[src/rtl/context_transfer.sv]
// context_transfer
//   Moves a processor context (stack pointer, call-stack pointer, program
//   counter, ALU flags) between the register outputs and a single-port RAM.
//   SAVE writes the captured inputs as packed words; RESUME reads the words,
//   stages them in shadow registers and commits them on the edge into DONE.
//   Each RAM word takes two cycles: ACCESS_A (address set up) and ACCESS_B
//   (write strobe for SAVE, read sample for RESUME).
//
//   Optional feature macro: CONTEXT_TRANSFER_CHECKSUM_EN
//     Adds a third word (word0 ^ word1 ^ CHECK_SEED). RESUME only commits
//     when the stored checksum matches and flags error otherwise.
//
// Ports
//   clk, reset                    clock (rising edge), async active-high reset
//   start, mode                   transfer request, 0 = RESUME, 1 = SAVE
//   baseAddress                   RAM address of word 0
//   saveStackPointer/CallStackPointer/ProgramCounter/AluFlags  values to save
//   ramDataOut                    RAM read data
//   ramAddress, ramWrite, ramDataIn  RAM address, write strobe, write data
//   busy, done, error             status (error valid with done)
//   stackPointer, callStackPointer, programCounter, aluFlags  restored context
module context_transfer #(
  parameter int          ADDR_BITS  = 8,
  parameter int          DATA_BITS  = 16,
  parameter int          PC_BITS    = 9,
  parameter int          CSP_ADJUST = 2,
  parameter logic [15:0] CHECK_SEED = 16'hA5A5
) (
  input  logic                 clk,
  input  logic                 reset,
  input  logic                 start,
  input  logic                 mode,
  input  logic [ADDR_BITS-1:0] baseAddress,
  input  logic [ADDR_BITS-1:0] saveStackPointer,
  input  logic [ADDR_BITS-1:0] saveCallStackPointer,
  input  logic [PC_BITS-1:0]   saveProgramCounter,
  input  logic [3:0]           saveAluFlags,
  input  logic [DATA_BITS-1:0] ramDataOut,
  output logic [ADDR_BITS-1:0] ramAddress,
  output logic                 ramWrite,
  output logic [DATA_BITS-1:0] ramDataIn,
  output logic                 busy,
  output logic                 done,
  output logic                 error,
  output logic [ADDR_BITS-1:0] stackPointer,
  output logic [ADDR_BITS-1:0] callStackPointer,
  output logic [PC_BITS-1:0]   programCounter,
  output logic [3:0]           aluFlags
);

`ifdef CONTEXT_TRANSFER_CHECKSUM_EN
  localparam logic [1:0] LAST_INDEX = 2'd2;
`else
  localparam logic [1:0] LAST_INDEX = 2'd1;
`endif
  localparam logic [ADDR_BITS-1:0] ADJ  = ADDR_BITS'(CSP_ADJUST);
  localparam logic [DATA_BITS-1:0] SEED = DATA_BITS'(CHECK_SEED);

  typedef enum logic [1:0] {S_IDLE, S_ACCESS_A, S_ACCESS_B, S_DONE} state_t;

  state_t               r_state;
  logic [1:0]           r_index;
  logic                 r_save;
  logic [ADDR_BITS-1:0] r_base;
  logic [ADDR_BITS-1:0] r_sp;
  logic [ADDR_BITS-1:0] r_csp;     // already biased by -CSP_ADJUST
  logic [PC_BITS-1:0]   r_pc;
  logic [3:0]           r_flags;
  logic [DATA_BITS-1:0] r_word0;   // RESUME shadow for word0
`ifdef CONTEXT_TRANSFER_CHECKSUM_EN
  logic [DATA_BITS-1:0] r_word1;   // RESUME shadow for word1
  logic                 r_error;
`endif

  logic [DATA_BITS-1:0] w_save_word0;
  logic [DATA_BITS-1:0] w_save_word1;
  logic [DATA_BITS-1:0] w_save_word2;
  logic [DATA_BITS-1:0] w_save_word;
  logic [DATA_BITS-1:0] w_load_word0;
  logic [DATA_BITS-1:0] w_load_word1;
  logic                 w_sum_ok;
  logic [ADDR_BITS-1:0] w_next_addr;
  logic                 w_unused_bits;

  // Packed SAVE words built from the captured values; unused bits are zero.
  always_comb begin
    w_save_word0 = '0;
    w_save_word0[2*ADDR_BITS-1:ADDR_BITS] = r_sp;
    w_save_word0[ADDR_BITS-1:0]           = r_csp;
    w_save_word1 = '0;
    w_save_word1[DATA_BITS-1 -: 4]        = r_flags;
    w_save_word1[PC_BITS-1:0]             = r_pc;
    w_save_word2 = w_save_word0 ^ w_save_word1 ^ SEED;
    case (r_index)
      2'd0:    w_save_word = w_save_word0;
      2'd1:    w_save_word = w_save_word1;
      default: w_save_word = w_save_word2;
    endcase
  end

  // Write data comes straight from held registers, so it is stable across A and B.
  assign ramDataIn = w_save_word;

  // The last word of a RESUME is consumed directly from the RAM on the edge into DONE.
  assign w_load_word0 = r_word0;
`ifdef CONTEXT_TRANSFER_CHECKSUM_EN
  assign w_load_word1 = r_word1;
  assign w_sum_ok     = (ramDataOut == (r_word0 ^ r_word1 ^ SEED));
  assign error        = r_error;
`else
  assign w_load_word1 = ramDataOut;
  assign w_sum_ok     = 1'b1;
  assign error        = 1'b0;
`endif

  assign w_next_addr   = r_base + ADDR_BITS'(r_index + 2'd1);
  // Padding bits of the context words carry no information.
  assign w_unused_bits = ^{1'b0, r_word0, ramDataOut};

  always_ff @(posedge clk or posedge reset) begin
    if (reset) begin
      r_state          <= S_IDLE;
      r_index          <= '0;
      r_save           <= 1'b0;
      r_base           <= '0;
      r_sp             <= '0;
      r_csp            <= '0;
      r_pc             <= '0;
      r_flags          <= '0;
      r_word0          <= '0;
`ifdef CONTEXT_TRANSFER_CHECKSUM_EN
      r_word1          <= '0;
      r_error          <= 1'b0;
`endif
      ramAddress       <= '0;
      ramWrite         <= 1'b0;
      busy             <= 1'b0;
      done             <= 1'b0;
      stackPointer     <= '0;
      callStackPointer <= '0;
      programCounter   <= '0;
      aluFlags         <= '0;
    end else begin
      case (r_state)
        S_IDLE: begin
          ramWrite <= 1'b0;
          done     <= 1'b0;
          if (start) begin
            r_save     <= mode;
            r_base     <= baseAddress;
            r_sp       <= saveStackPointer;
            r_csp      <= saveCallStackPointer - ADJ;
            r_pc       <= saveProgramCounter;
            r_flags    <= saveAluFlags;
            r_index    <= 2'd0;
            ramAddress <= baseAddress;
            busy       <= 1'b1;
`ifdef CONTEXT_TRANSFER_CHECKSUM_EN
            r_error    <= 1'b0;
`endif
            r_state    <= S_ACCESS_A;
          end
        end
        S_ACCESS_A: begin
          ramWrite <= r_save;   // write strobe only during B
          r_state  <= S_ACCESS_B;
        end
        S_ACCESS_B: begin
          ramWrite <= 1'b0;
          if (!r_save) begin
            if (r_index == 2'd0) r_word0 <= ramDataOut;
`ifdef CONTEXT_TRANSFER_CHECKSUM_EN
            if (r_index == 2'd1) r_word1 <= ramDataOut;
`endif
          end
          if (r_index == LAST_INDEX) begin
            r_state    <= S_DONE;
            busy       <= 1'b0;
            done       <= 1'b1;
            ramAddress <= r_base;
            if (!r_save) begin
`ifdef CONTEXT_TRANSFER_CHECKSUM_EN
              r_error <= !w_sum_ok;
`endif
              if (w_sum_ok) begin
                stackPointer     <= w_load_word0[2*ADDR_BITS-1:ADDR_BITS];
                callStackPointer <= w_load_word0[ADDR_BITS-1:0] + ADJ;
                programCounter   <= w_load_word1[PC_BITS-1:0];
                aluFlags         <= w_load_word1[DATA_BITS-1 -: 4];
              end
            end
          end else begin
            r_index    <= r_index + 2'd1;
            ramAddress <= w_next_addr;
            r_state    <= S_ACCESS_A;
          end
        end
        S_DONE: begin
          done    <= 1'b0;
          r_state <= S_IDLE;
        end
        default: r_state <= S_IDLE;
      endcase
    end
  end

endmodule

[config.mk]
export PLATFORM = sky130hd
export DESIGN_NAME = context_transfer
export DESIGN_NICKNAME = d
export VERILOG_FILES = /design/src/rtl/context_transfer.sv
export SDC_FILE = /design/constraint.sdc
export NUM_CORES = 1
export LEC_CHECK = 0
export CAP_MARGIN = 20
export CELL_PAD_IN_SITES_DETAIL_PLACEMENT = 2
export CELL_PAD_IN_SITES_GLOBAL_PLACEMENT = 2
export CORE_UTILIZATION = 29
export DETAILED_ROUTE_END_ITERATION = 7
export HOLD_SLACK_MARGIN = 0.05
export PLACE_DENSITY = 0.82
export SLEW_MARGIN = 40
export SYNTH_ARGS = -nofsm -noshare
export SYNTH_HDL_FRONTEND = slang
export SYNTH_SLANG_ARGS = --single-unit
[constraint.sdc]
create_clock -name clk -period 2.8 [get_ports clk]
set_input_delay 0.42 -clock clk [delete_from_list [all_inputs] [get_ports clk]]
set_output_delay 0.42 -clock clk [all_outputs]
set_load 0.01 [all_outputs]
==> results by group <==
Floorplanning
  – Starting Density: 30.03%
  – Core box area: 15310 um^2
  – # IOs: 114
  – Full die area: 16370 um^2
  – Die Ht: 127.9 um
  – # rows: 45
  – Die Width: 127.9 um

Global routing
  – Tot GR Track Use: 16.62%
  – Largest net degree at the start of global routing: 50
  – Met2 Use GR: 29.12%
  – First-pass GRT wire length: 20870 um
  – Gr ovfl total: 0
  – Grt met3 use: 4.716%
  – Vias in the first global route: 3977
  – Gr busiest metal: met2
  – Met1 usage in global routing: 19.69%
  – Initial antenna violation count: 0

Clocking
  – Resized cells post-CTS: 8
  – Hold-fix buffers, CTS: 0
  – CTS HTree Levels: 3
  – Cts bufs inserted: 9
  – Clock Latency Late Sink: 0.35 ns
  – Clock Tree Buf Depth: 2
  – CTS root buf: clkbuf_16
  – TritonCTS clock tree: yes
  – Post-CTS Setup Repair Bufs: 0
  – Clock transition at path regs: 0.07 ns
  – CTS sink cnt: 98

Flow run
  – Max_cap viols: 0

STA
  – Slew Viols, Final: 0
  – Final setup vio count: 0
  – Min Hold Slack: 0.4866 ns
  – Hold Fails Final Rpt: 0
  – Slew @ Worst Pin: 0.6652 ns
  – Tmin final: 2.606 ns
  – Worst Skew: 0.007386 ns
  – Fin crit share: 93.08%
  – Relative slew slack: 55.65%
  – RSZ-0062 raised after global routing: false
  – Setup_tns: 0 ns
  – Highest clock rate: 383.7 MHz

Routing
  – DR vias: 3412
  – Wirelength per Cell: 17.66 um
  – Vias/cell: 4.759
  – Drt first pass iters: 4
  – ANT nets after route: 0
  – Iter 0 DRT Violations: 102
  – Number of remaining DRC errors: 0
  – Detailed Route WL: 12660 um

Layout
  – Multi-input logic area: 1988 um^2
  – Non-Filler Instances: 717
  – Area Overhead vs Synth: 35.50%
  – Most common cell after layout, fill and taps aside: clkdlybuf4s50_1
  – Final #Nets: 568
  – Most frequent cells in the layout: clkdlybuf4s50_1 (104), dfrtp_1 (98), mux2_2 (51)
  – Largest Register: r_word0
  – Top flop regs: r_word0 (16), programCounter (9), r_pc (9)
  – Ant diodes: 0
  – Reg area: 2452 um^2
  – Share of cells above drive strength 1: 19.57%
  – Max FFs per register: 16
  – Filler cells: 1625

Logic synthesis
  – Seq cells post-synth: 98
  – Sequential share of the synthesized area: 53.32%
  – Synth area leader: dfrtp_1
  – Most common flop cell mapped by yosys: dfrtp_1
  – Mapped cell area: 4599 um^2
  – Net Count, Synth: 460
  – Distinct cells, synth: 45
  – Syn. warnings: 0
  – Post-synth ARST share: 100.0%
  – Number of synthesized flops with an enable pin: 0
  – Share of the synthesized area in the top cell type: 53.32%
  – Cells after Synth: 393
  – Synth Area per Inst: 11.70 um^2
  – Synth top area cells: dfrtp_1 (53%), mux2_2 (12%), mux2_4 (5.9%)

Placed design
  – Gpl congestion: 0.7118
  – Placed insts: 701
  – Port bufs: 112
  – DP HPWL: 9133 um

Worst setup path
  – Worst-path cell chain: inv_1 > ha_1 > buf_12 > nor2_1 > o21ai_0 > nand2_1 > clkdlybuf4s50_1
  – Worst Path Max Fanout: 37
  – Crit Path Category: reg2out
  – Slowest cell on the critical path: clkdlybuf4s50_1
  – Req. time, crit path: 2.38 ns
  – Crit-path max cell delay: 0.51 ns
  – Crit path DAT: 2.19 ns
  – Crit end category: output pin
  – Startpoint types: flip-flop

Power and ir drop
  – Pwr Density: 1182 nW/um^2
  – Leakage power: 0.002670 uW
  – VDD IR max: 0.3511 mV
  – Final Power: 7366 uW

Outcome
  – Status: complete, no violations

Worst hold path
  – Hold/Removal Path Class: reg2reg
==> worst paths after layout <==
kind                                startpoint                  end  slack [ns]  cells past startpoint
hold reg to reg            callStackPointer[7]  callStackPointer[7]        0.49                      2
setup / recovery                    r_index[1]        ramDataIn[14]        0.19                      7
min in group asynchronous                reset    programCounter[7]        0.64                      3
hold / removal             callStackPointer[7]  callStackPointer[7]        0.49                      2
max in group asynchronous                reset             r_csp[6]        1.70                      3
setup reg to reg                    r_index[0]        ramAddress[6]        0.75                      7
==> critical path, delay by kind of cell, from the launching register on <==
family | cells | cell delay [ns]
buf+inv | 3 | 0.87
flops | 1 | 0.41
fa+ha+maj | 1 | 0.23
compound gates | 1 | 0.17
simple gates | 2 | 0.16
==> cell usage after synthesis, types with 3 or more instances <==
| cell | n |
|---|---|
| a21oi_1 | 5 |
| clkbuf_1 | 9 |
| buf_2 | 8 |
| buf_4 | 3 |
| buf_6 | 3 |
| nor2_1 | 16 |
| mux2_4 | 18 |
| nand2b_1 | 3 |
| dfrtp_1 | 98 |
| xnor2_1 | 6 |
| mux2_2 | 51 |
| nor3b_1 | 3 |
| nand3_1 | 8 |
| nand2_1 | 46 |
| xor2_1 | 7 |
| nor2b_1 | 4 |
| o21ai_0 | 50 |
| inv_1 | 9 |
| o311ai_0 | 7 |
| ha_1 | 9 |
==> layer usage <==
metal  vias to the layer above  part of all wire, %
met5                         -                    0
met4                         0                  1.0
met3                        13                  6.0
met2                        90                   51
met1                      1732                   42
li1                       1577                    -
==> cells by family after synthesis <==
logic type	share of synthesized area [%]
other	0.08153
DFF	53.32
adders and majority gates	2.884
AOI/OAI and AO/OA	9.603
buffers and inverters	3.563
muxes	18.58
and+or+nand+nor	9.494
xor gates and xnor gates	2.476
==> stage by stage <==
step | utilization [%] | setup slack (ns) | instance area, um^2
detailed placement | 38.76 | 0.3003 | 5936
floorplan | - | 0.6763 | 4603
CTS | 40.57 | 0.007979 | 6213
global route | 40.69 | 0.01101 | 6232
finish | 40.69 | 0.1939 | 6232
global placement | 38.74 | 0.3985 | 5933
==> area by class of cell <==
class                      instances  area share (%)
inverter                           9          0.6023
clock inverter                     7          0.9837
timing repair buffer             120           19.31
multi-input combinational        263           31.90
sequential                        98           39.35
tap                              211           4.236
clock buffer                       9           3.614
==> where the power goes <==
group          internal, uW  leakage [uW]  switching, uW
combinational          1910       0.00137           1560
sequential             2140       0.00117            551
clock                   619      0.000135            589
total                  4660       0.00267           2700
(Power assumes the default switching activity.)
